<file path="src/rtl/fsm_seq_pkg.sv">
// -----------------------------------------------------------------------------
// fsm_seq_pkg
// Shared definitions for the go/jmp sequencer and anything that models it:
//   - S0..S9 : 4-bit state encodings of the 10-state sequencer
//   - seq_step_t : result of one model step (next state, expected Y, illegal flag)
//   - seq_next() : pure single-cycle step function of the sequencer
// -----------------------------------------------------------------------------
package fsm_seq_pkg;

  localparam logic [3:0] S0 = 4'd0;
  localparam logic [3:0] S1 = 4'd1;
  localparam logic [3:0] S2 = 4'd2;
  localparam logic [3:0] S3 = 4'd3;
  localparam logic [3:0] S4 = 4'd4;
  localparam logic [3:0] S5 = 4'd5;
  localparam logic [3:0] S6 = 4'd6;
  localparam logic [3:0] S7 = 4'd7;
  localparam logic [3:0] S8 = 4'd8;
  localparam logic [3:0] S9 = 4'd9;

  typedef struct packed {
    logic [3:0] nxt;      // next state
    logic       y;        // expected sequencer output this cycle
    logic       illegal;  // current state is one of the unused encodings 10..15
  } seq_step_t;

  // One step of the sequencer, evaluated on the current cycle's go/jmp.
  // Any jmp taken from a state that honours it lands in S3 with Y=1.
  function automatic seq_step_t seq_next(input logic [3:0] cur,
                                         input logic       go,
                                         input logic       jmp);
    seq_step_t r;
    r.nxt     = S0;
    r.y       = 1'b0;
    r.illegal = 1'b0;
    case (cur)
      S0: begin
        if (go && jmp) begin
          r.nxt = S3;
          r.y   = 1'b1;
        end else if (go) begin
          r.nxt = S1;
        end else begin
          r.nxt = S0;
        end
      end
      S1: begin
        if (jmp) begin
          r.nxt = S3;
          r.y   = 1'b1;
        end else begin
          r.nxt = S2;
        end
      end
      // S2 waits for jmp only; go has no effect here.
      S2: begin
        if (jmp) begin
          r.nxt = S3;
          r.y   = 1'b1;
        end else begin
          r.nxt = S2;
        end
      end
      S3, S4, S5, S6, S7: begin
        if (jmp) begin
          r.nxt = S3;
          r.y   = 1'b1;
        end else begin
          r.nxt = cur + 4'd1;
        end
      end
      // S8 is the only state whose fall-through transition drives Y high.
      S8: begin
        r.y = 1'b1;
        if (jmp) begin
          r.nxt = S3;
        end else begin
          r.nxt = S9;
        end
      end
      S9: begin
        if (jmp) begin
          r.nxt = S3;
          r.y   = 1'b1;
        end else begin
          r.nxt = S0;
        end
      end
      default: begin
        r.nxt     = S0;
        r.y       = 1'b0;
        r.illegal = 1'b1;
      end
    endcase
    return r;
  endfunction

endpackage

</file>
<file path="src/rtl/fsm_seq_monitor_sat_counter.sv">
// -----------------------------------------------------------------------------
// sat_counter
// Event counter that sticks at all-ones instead of wrapping.
// Ports:
//   clk   : clock
//   rst   : synchronous active-high clear
//   inc   : count one event this cycle
//   count : current count (registered)
// -----------------------------------------------------------------------------
module sat_counter #(
  parameter int WIDTH = 8
) (
  input  logic             clk,
  input  logic             rst,
  input  logic             inc,
  output logic [WIDTH-1:0] count
);

  localparam logic [WIDTH-1:0] CNT_MAX = {WIDTH{1'b1}};
  localparam logic [WIDTH-1:0] CNT_ONE = WIDTH'(1'b1);

  logic [WIDTH-1:0] count_r;

  // Count register: clear on reset, otherwise increment until all-ones.
  always_ff @(posedge clk) begin
    if (rst) begin
      count_r <= {WIDTH{1'b0}};
    end else if (inc && (count_r != CNT_MAX)) begin
      count_r <= count_r + CNT_ONE;
    end else begin
      count_r <= count_r;
    end
  end

  assign count = count_r;

endmodule

</file>
<file path="src/rtl/fsm_seq_monitor.sv">
// -----------------------------------------------------------------------------
// fsm_seq_monitor
// Passive checker for the go/jmp sequencer. Runs a shadow copy of the
// sequencer on the same go/jmp and compares the observed Y with the shadow's
// expected Y each enabled cycle. Also counts jmp transitions and completed
// S8->S9 sequences.
// Ports:
//   clk, rst    : shared clock, synchronous active-high reset
//   en          : checking enable (low while the sequencer is in reset)
//   go, jmp, y  : observed sequencer inputs and output
//   exp_y       : expected Y, combinational from shadow state and go/jmp
//   state       : shadow state (0..9)
//   err         : one-cycle registered mismatch pulse
//   err_sticky  : set on first mismatch, cleared only by rst
//   err_cnt     : saturating mismatch count
//   jmp_cnt     : saturating count of jmp->S3 transitions
//   seq_cnt     : saturating count of completed S8->S9 sequences
// -----------------------------------------------------------------------------
module fsm_seq_monitor
  import fsm_seq_pkg::*;
#(
  parameter int CNT_W = 8
) (
  input  logic             clk,
  input  logic             rst,
  input  logic             en,
  input  logic             go,
  input  logic             jmp,
  input  logic             y,
  output logic             exp_y,
  output logic [3:0]       state,
  output logic             err,
  output logic             err_sticky,
  output logic [CNT_W-1:0] err_cnt,
  output logic [CNT_W-1:0] jmp_cnt,
  output logic [CNT_W-1:0] seq_cnt
);

  logic [3:0] state_r;
  logic [3:0] state_next_s;
  seq_step_t  step_s;
  logic       exp_y_s;
  logic       mismatch_s;
  logic       jmp_ev_s;
  logic       seq_ev_s;
  logic       err_r;
  logic       err_sticky_r;

  assign step_s = seq_next(state_r, go, jmp);

  // Shadow state register.
  always_ff @(posedge clk) begin
    if (rst) begin
      state_r <= S0;
    end else begin
      state_r <= state_next_s;
    end
  end

  // Next shadow state; disabled monitor parks in S0 so checking restarts there.
  always_comb begin
    state_next_s = S0;
    if (en) begin
      state_next_s = step_s.nxt;
    end else begin
      state_next_s = S0;
    end
  end

  // Expected Y and per-cycle events; only enabled cycles produce events.
  // Every transition into S3 is a jmp transition, including the S3 self-loop.
  always_comb begin
    exp_y_s    = step_s.y;
    mismatch_s = en & (step_s.illegal | (y != step_s.y));
    jmp_ev_s   = en & ~step_s.illegal & (step_s.nxt == S3);
    seq_ev_s   = en & (state_r == S8) & ~jmp;
  end

  // Error pulse and sticky flag, one cycle behind the checked sample.
  always_ff @(posedge clk) begin
    if (rst) begin
      err_r        <= 1'b0;
      err_sticky_r <= 1'b0;
    end else begin
      err_r        <= mismatch_s;
      err_sticky_r <= err_sticky_r | mismatch_s;
    end
  end

  sat_counter #(.WIDTH(CNT_W)) u_err_cnt (
    .clk   (clk),
    .rst   (rst),
    .inc   (mismatch_s),
    .count (err_cnt)
  );

  sat_counter #(.WIDTH(CNT_W)) u_jmp_cnt (
    .clk   (clk),
    .rst   (rst),
    .inc   (jmp_ev_s),
    .count (jmp_cnt)
  );

  sat_counter #(.WIDTH(CNT_W)) u_seq_cnt (
    .clk   (clk),
    .rst   (rst),
    .inc   (seq_ev_s),
    .count (seq_cnt)
  );

  assign exp_y      = exp_y_s;
  assign state      = state_r;
  assign err        = err_r;
  assign err_sticky = err_sticky_r;

endmodule

</file>
<file path="config.mk">
export PLATFORM = sky130hd
export DESIGN_NAME = fsm_seq_monitor
export DESIGN_NICKNAME = d
export VERILOG_FILES = /design/src/rtl/fsm_seq_pkg.sv /design/src/rtl/fsm_seq_monitor_sat_counter.sv /design/src/rtl/fsm_seq_monitor.sv
export SDC_FILE = /design/constraint.sdc
export NUM_CORES = 1
export LEC_CHECK = 0
export CAP_MARGIN = 20
export CORE_UTILIZATION = 45
export CTS_CLUSTER_SIZE = 14
export DETAILED_ROUTE_END_ITERATION = 16
export MAX_ROUTING_LAYER = met4
export PLACE_DENSITY = 0.79
export REMOVE_ABC_BUFFERS = 1
export SYNTH_ARGS = -nofsm -noshare
export SYNTH_HDL_FRONTEND = slang
export SYNTH_SLANG_ARGS = --single-unit
</file>
<file path="constraint.sdc">
create_clock -name clk -period 2.13 [get_ports clk]
set_input_delay 0.213 -clock clk [delete_from_list [all_inputs] [get_ports clk]]
set_output_delay 0.213 -clock clk [all_outputs]
set_load 0.01 [all_outputs]
</file>
# Yosys cells after proc, flatten, opt, wreduce, memory -nomap -nowiden
# Cells that the tools add are included.
# word_totals
ff_bits,30
input_bits,6
out_inout_bits,31
elab_cells,52
# op_classes
addsub,4
n_eq_ne,14
mux,10
bitwise_logic,9
reduce_logical,9
# op_table
op,count
$pmux 5 s5,1
$add 8x1->8 const B,3
$ne 8x8->1 const B,3
$eq 4x3->1 const B,4
$eq 4x2->1 const B,3
$reduce_or 10->1,1
$eq 4x4->1 const B,2
$mux 4,2
$and 1x1->1,5
$mux 1,5
$reduce_or 5->1,1
$add 4x1->4 const B,1
$eq 4x1->1 const B,1
$logic_and 1x1->1,4
$logic_not 4->1,1
$mux 2,2
$reduce_or 2->1,2
$not 1->1,2
$or 1x1->1,2
$ne 1x1->1,1

# Logic depth before layout (Yosys ltp)
# depth
word_depth,7
depth_mapped,8
mapped_depth_nobuf,8

# Hierarchy
# From an unflattened synthesis, not the netlist that was laid out.
# unflattened
hier_cells,200
hier_area_um2,1854.3
# modules_own_cells
mod,n_inst,cells_each,area_per_inst_um2,seq_area_each_um2
sat_counter,3,46,430.4,160.2
fsm_seq_monitor,1,62,563.0,120.1

# Worst setup path before layout
# No wires, ideal clock.
# synth_path
path_type,flip-flop to flip-flop
startpoint,reg state_r[0] (netlist: state[0])
endpoint,reg u_jmp_cnt.count_r[3] (netlist: u_jmp_cnt.count[3])
setup_ns,0.121
t_arrival_ns,2.288
t_required_ns,2.009
path_slack_ns,-0.278
stages_incl_launch_ff,9
n_path_buf,0
synth_period_minus_slack_ns,2.408
cell_sequence,dfxtp_1 -> inv_1 -> ha_1 -> nor4_2 -> nor3_1 -> o211ai_1 -> nand2_1 -> nor4b_1 -> mux2_2
# synth_between
elab_chain_len,6
word_cells_on_any_way,20
cone_classes,1 x add/sub; 10 x eq/ne; 2 x mux; 2 x bitwise; 5 x reduce/logical
# synth_rtl
element,line,text
"start, declared",fsm_seq_monitor.sv:39,logic [3:0] state_r;
"start signal, assigned",fsm_seq_monitor.sv:56,state_r <= state_next_s;
$add 4x1->4 (tied with other cells),fsm_seq_pkg.sv:69,r.nxt = cur + 4'd1;
$mux 4 (tied with other cells),fsm_seq_pkg.sv:65,if (jmp) begin
$pmux 5 s5,fsm_seq_pkg.sv:36,case (cur)
$eq 4x2->1,fsm_seq_monitor.sv:75,jmp_ev_s = en & ~step_s.illegal & (step_s.nxt == S3);
$and 1x1->1 *,fsm_seq_monitor.sv:75,
$logic_and 1x1->1 *,fsm_seq_monitor_sat_counter.sv:28,end else if (inc && (count_r != CNT_MAX)) begin
"end signal, assigned",fsm_seq_monitor_sat_counter.sv:27,count_r <= {WIDTH{1'b0}};
"end signal, assigned",fsm_seq_monitor_sat_counter.sv:29,count_r <= count_r + CNT_ONE;
"end signal, assigned",fsm_seq_monitor_sat_counter.sv:31,count_r <= count_r;
"end, declared",fsm_seq_monitor_sat_counter.sv:22,logic [WIDTH-1:0] count_r;
# Every way passes the cells marked *; elsewhere a longest branch is shown, timed or not.
# A chain may end at the register's enable or synchronous reset.

# Final worst setup path
# layout_path
startpoint,reg state_r[0] (netlist: state[0])
endpoint,reg u_jmp_cnt.count_r[6] (netlist: u_jmp_cnt.count[6])
# The elaborated chain is that of the path after synthesis.

==> flow_metrics.tcl <==
set metrics [dict create \
    cts_tree "done" \
    end_kind "flip-flop" \
    vias 1700 \
    reg2reg_from "state[0]" \
    hp-class "flip-flop to flip-flop" \
    gr-total-overflow 0 \
    violations "setup timing" \
    ys.flop_type "dfxtp_1" \
    pin_count 37 \
    grt_pass1_vias 1652 \
    initial_core_util_pct 48.7 \
    clk_latency_ns 0.29 \
    crit_slowest_cell "or3_4" \
    ir_worst_vdd_mv 0.519 \
    register_area_um2 608 \
    cp-start-kind "flip-flop" \
    setup_violations 17 \
    timing.critical_path.buf_inv 2 \
    grt_usage_pct 25.2 \
    synth_async_sr_flop_share_pct 0 \
    dieWidth_um 63.0 \
    crit_fanout 8 \
    p_leak_nw 1.02 \
    worst-r2r-setup-slack_ns -0.25 \
    drc 0 \
    rows 21 \
    placed_cell_area_um2 2240 \
    slew_viol_final 0 \
    port_buffers 36 \
    ant_nets 0 \
    rsz0062_at_grt "true" \
    multiInputGateArea_um2 1250 \
    fmax_mhz 421 \
    clkTransAtPathRegs_ns 0.07 \
    synth_most_common_cell "dfxtp_1" \
    syn-cell-area_um2 1680 \
    drive_above_1_share_pct 34.0 \
    dp_cells 290 \
    slew_headroom_pct 39.8 \
    stdcell_area_um2 2700 \
    worstSetupEndpoint "u_jmp_cnt.count[6]" \
    reg2reg_to "u_jmp_cnt.count[6]" \
    layout_min_cycle_time_ns 2.38 \
    dr.pass1.iters 4 \
    seq_area_frac_synth_pct 35.8 \
    crit_start "state[0]" \
    ys_types 45 \
    cts_buffer_depth 2 \
    final_util_pct 78.3 \
    n_antenna_cell 0 \
    wl_per_cell_um 14.9 \
    netlist_instances 190 \
    timing_hold_violations_final 0 \
    die_y_um 63.0 \
    place_congestion 0.825 \
    fin_worst_skew_ns 0.00389 \
    arrival_ns 2.55 \
    synth_top_area_share_pct 35.8 \
    status "finished, violations left" \
    root_buffer "clkbuf_8" \
    rr_worst_depth 9 \
    grt_max_degree 17 \
    crit_family "simple AND/OR/NAND/NOR gates" \
    ys_warn_count 0 \
    netlist_top_cells_area "dfxtp_1 (36%), nor2_1 (5.8%), mux2_2 (5.4%), ha_1 (5.2%), nor2b_1 (4.5%)" \
    grt_pass1_wl_um 7670 \
    holdWs_ns 0.503 \
    dp_hpwl_um 2720 \
    die_area_um2 3970 \
    fin_crit_sh_pct 112 \
    fill_cells 226 \
    via_per_inst 5.47 \
    synth_common_cells "dfxtp_1 (30), nor2_1 (26), nand2_1 (13)" \
    crit_chain "buf_6, ha_4, nor4_4, buf_4, a21oi_4, o211ai_1, nand2_4, or3_4, o311a_1" \
    routed_wl_um 4640 \
    drt_iter0_drc 113 \
    power.density_nw_per_um2 548 \
    cp.required_ns 2.31 \
    fin_cells 311 \
    synth-edff-count 0 \
    synth.avg_cell_area_um2 8.82 \
    cts_buffers 5 \
    numClockSinks 30 \
    antenna_found_initial 0 \
    worstSetupPathType "flip-flop to flip-flop" \
    synth-seq-cells 30 \
    fin_nets 277 \
    coreArea_um2 3440 \
    cp.depth 9 \
    tightest_slew_ns 0.900 \
    maxCapViolCount 0 \
    yosys.area.top_type "dfxtp_1" \
    cpPeakStageDelay_ns 0.41 \
    setup_ws_ns -0.247 \
    h-tree-depth 2 \
    syn_to_final_growth_pct 60.9 \
]
==> flip-flops by register name, summed over array words and instances, names as in the netlist <==
signal	flops
u_err_cnt.count	8
err	1
err_sticky	1
state	4
u_jmp_cnt.count	8
u_seq_cnt.count	8
==> routing by layer <==
metal  wire [um]  GRT usage, %  vias up
li1            -             -      832
met1        2110          29.6      813
met2        2250          40.9       42
met3         196          6.39       13
met4          86          10.2        0
met5           0             -        -
==> where the power goes <==
| group | internal [W] | switching (W) | leakage [nW] |
|---|---|---|---|
| combinational | 0.000164 | 0.000156 | 0.718 |
| sequential | 0.000573 | 0.0000163 | 0.244 |
| clock | 0.000344 | 0.000224 | 0.0579 |
| total | 0.00108 | 0.000396 | 1.02 |
==> how the worst min path moves through the flow <==
stage | slack, ns | from | endpoint | cells past startpoint
6_report | 0.50 | u_jmp_cnt.count[1] | u_jmp_cnt.count[1] | 2
3_5_place_dp | 0.49 | err_sticky | err_sticky | 1
3_3_place_gp | 0.48 | err_sticky | err_sticky | 1
2_1_floorplan | 0.28 | rst | u_err_cnt.count[6] | 1
5_1_grt | 0.52 | u_jmp_cnt.count[1] | u_jmp_cnt.count[1] | 2
4_1_cts | 0.50 | u_jmp_cnt.count[1] | u_jmp_cnt.count[1] | 2
==> cell usage in the layout (no fill, tap or decap), drive strengths merged, types with 2 or more instances in the layout <==
master,n
or3,3
clkdlybuf4s50,35
mux2,8
a311oi,2
xor2,5
and3,4
clkinv,2
nor4b,2
nor2,26
xnor2,2
o21bai,2
o21ai,5
o31ai,3
dfxtp,30
nand4,5
a31o,3
nor4,4
ha,7
a21oi,11
mux2i,3
nor3,4
and3b,2
buf,37
clkbuf,5
nor2b,12
o211ai,2
nand2,14
nand3,8
a31oi,2
inv,6
==> cell families (layout without fill, tap and decap cells) <==
group                      count (synthesis)  in the layout  share of synthesized area [%]
and+or+nand+nor                           89             89                           28.9
DFF                                       30             30                           35.8
muxes                                     11             11                           7.17
AOI/OAI and AO/OA                         35             35                           16.0
xor gates and xnor gates                   7              7                           4.11
buffers and inverters                     11             86                           2.76
adders and majority gates                  7              7                           5.23
==> layout make-up <==
type / count / area share (%)
well taps: 46 / 2.14
multi-input cells: 149 / 46.2
clock buffers: 5 / 2.55
clock inverters: 3 / 1.49
flip-flops and latches: 30 / 22.6
repair buffers: 72 / 24.2
inverters: 6 / 0.836
==> timing repair <==
item,in CTS,in global routing
buffers inserted,8,6
pin swaps,17,16
hold buffers,0,0
resized for setup,36,18
endpoints found under the setup margin,20,22
==> worst reg2reg max path: stages (launching register included) <==
cell and delay [ns]:
dfxtp_4 0.37, buf_6 0.12, ha_4 0.18, nor4_4 0.32, buf_4 0.19, a21oi_4 0.04
o211ai_1 0.17, nand2_4 0.18, or3_4 0.42, o311a_1 0.29
==> through the flow <==
step                total power (W)  worst slack [ns]  TNS [ns]
floorplan                  0.000710            -0.282     -2.68
global placement           0.000812            -0.317     -3.52
detailed placement         0.000813            -0.399     -3.97
CTS                         0.00144            -0.213     -2.63
global route                0.00155            -0.336     -4.06
finish                      0.00148            -0.247     -2.47
Note: power is estimated with default switching activity, not from simulation.
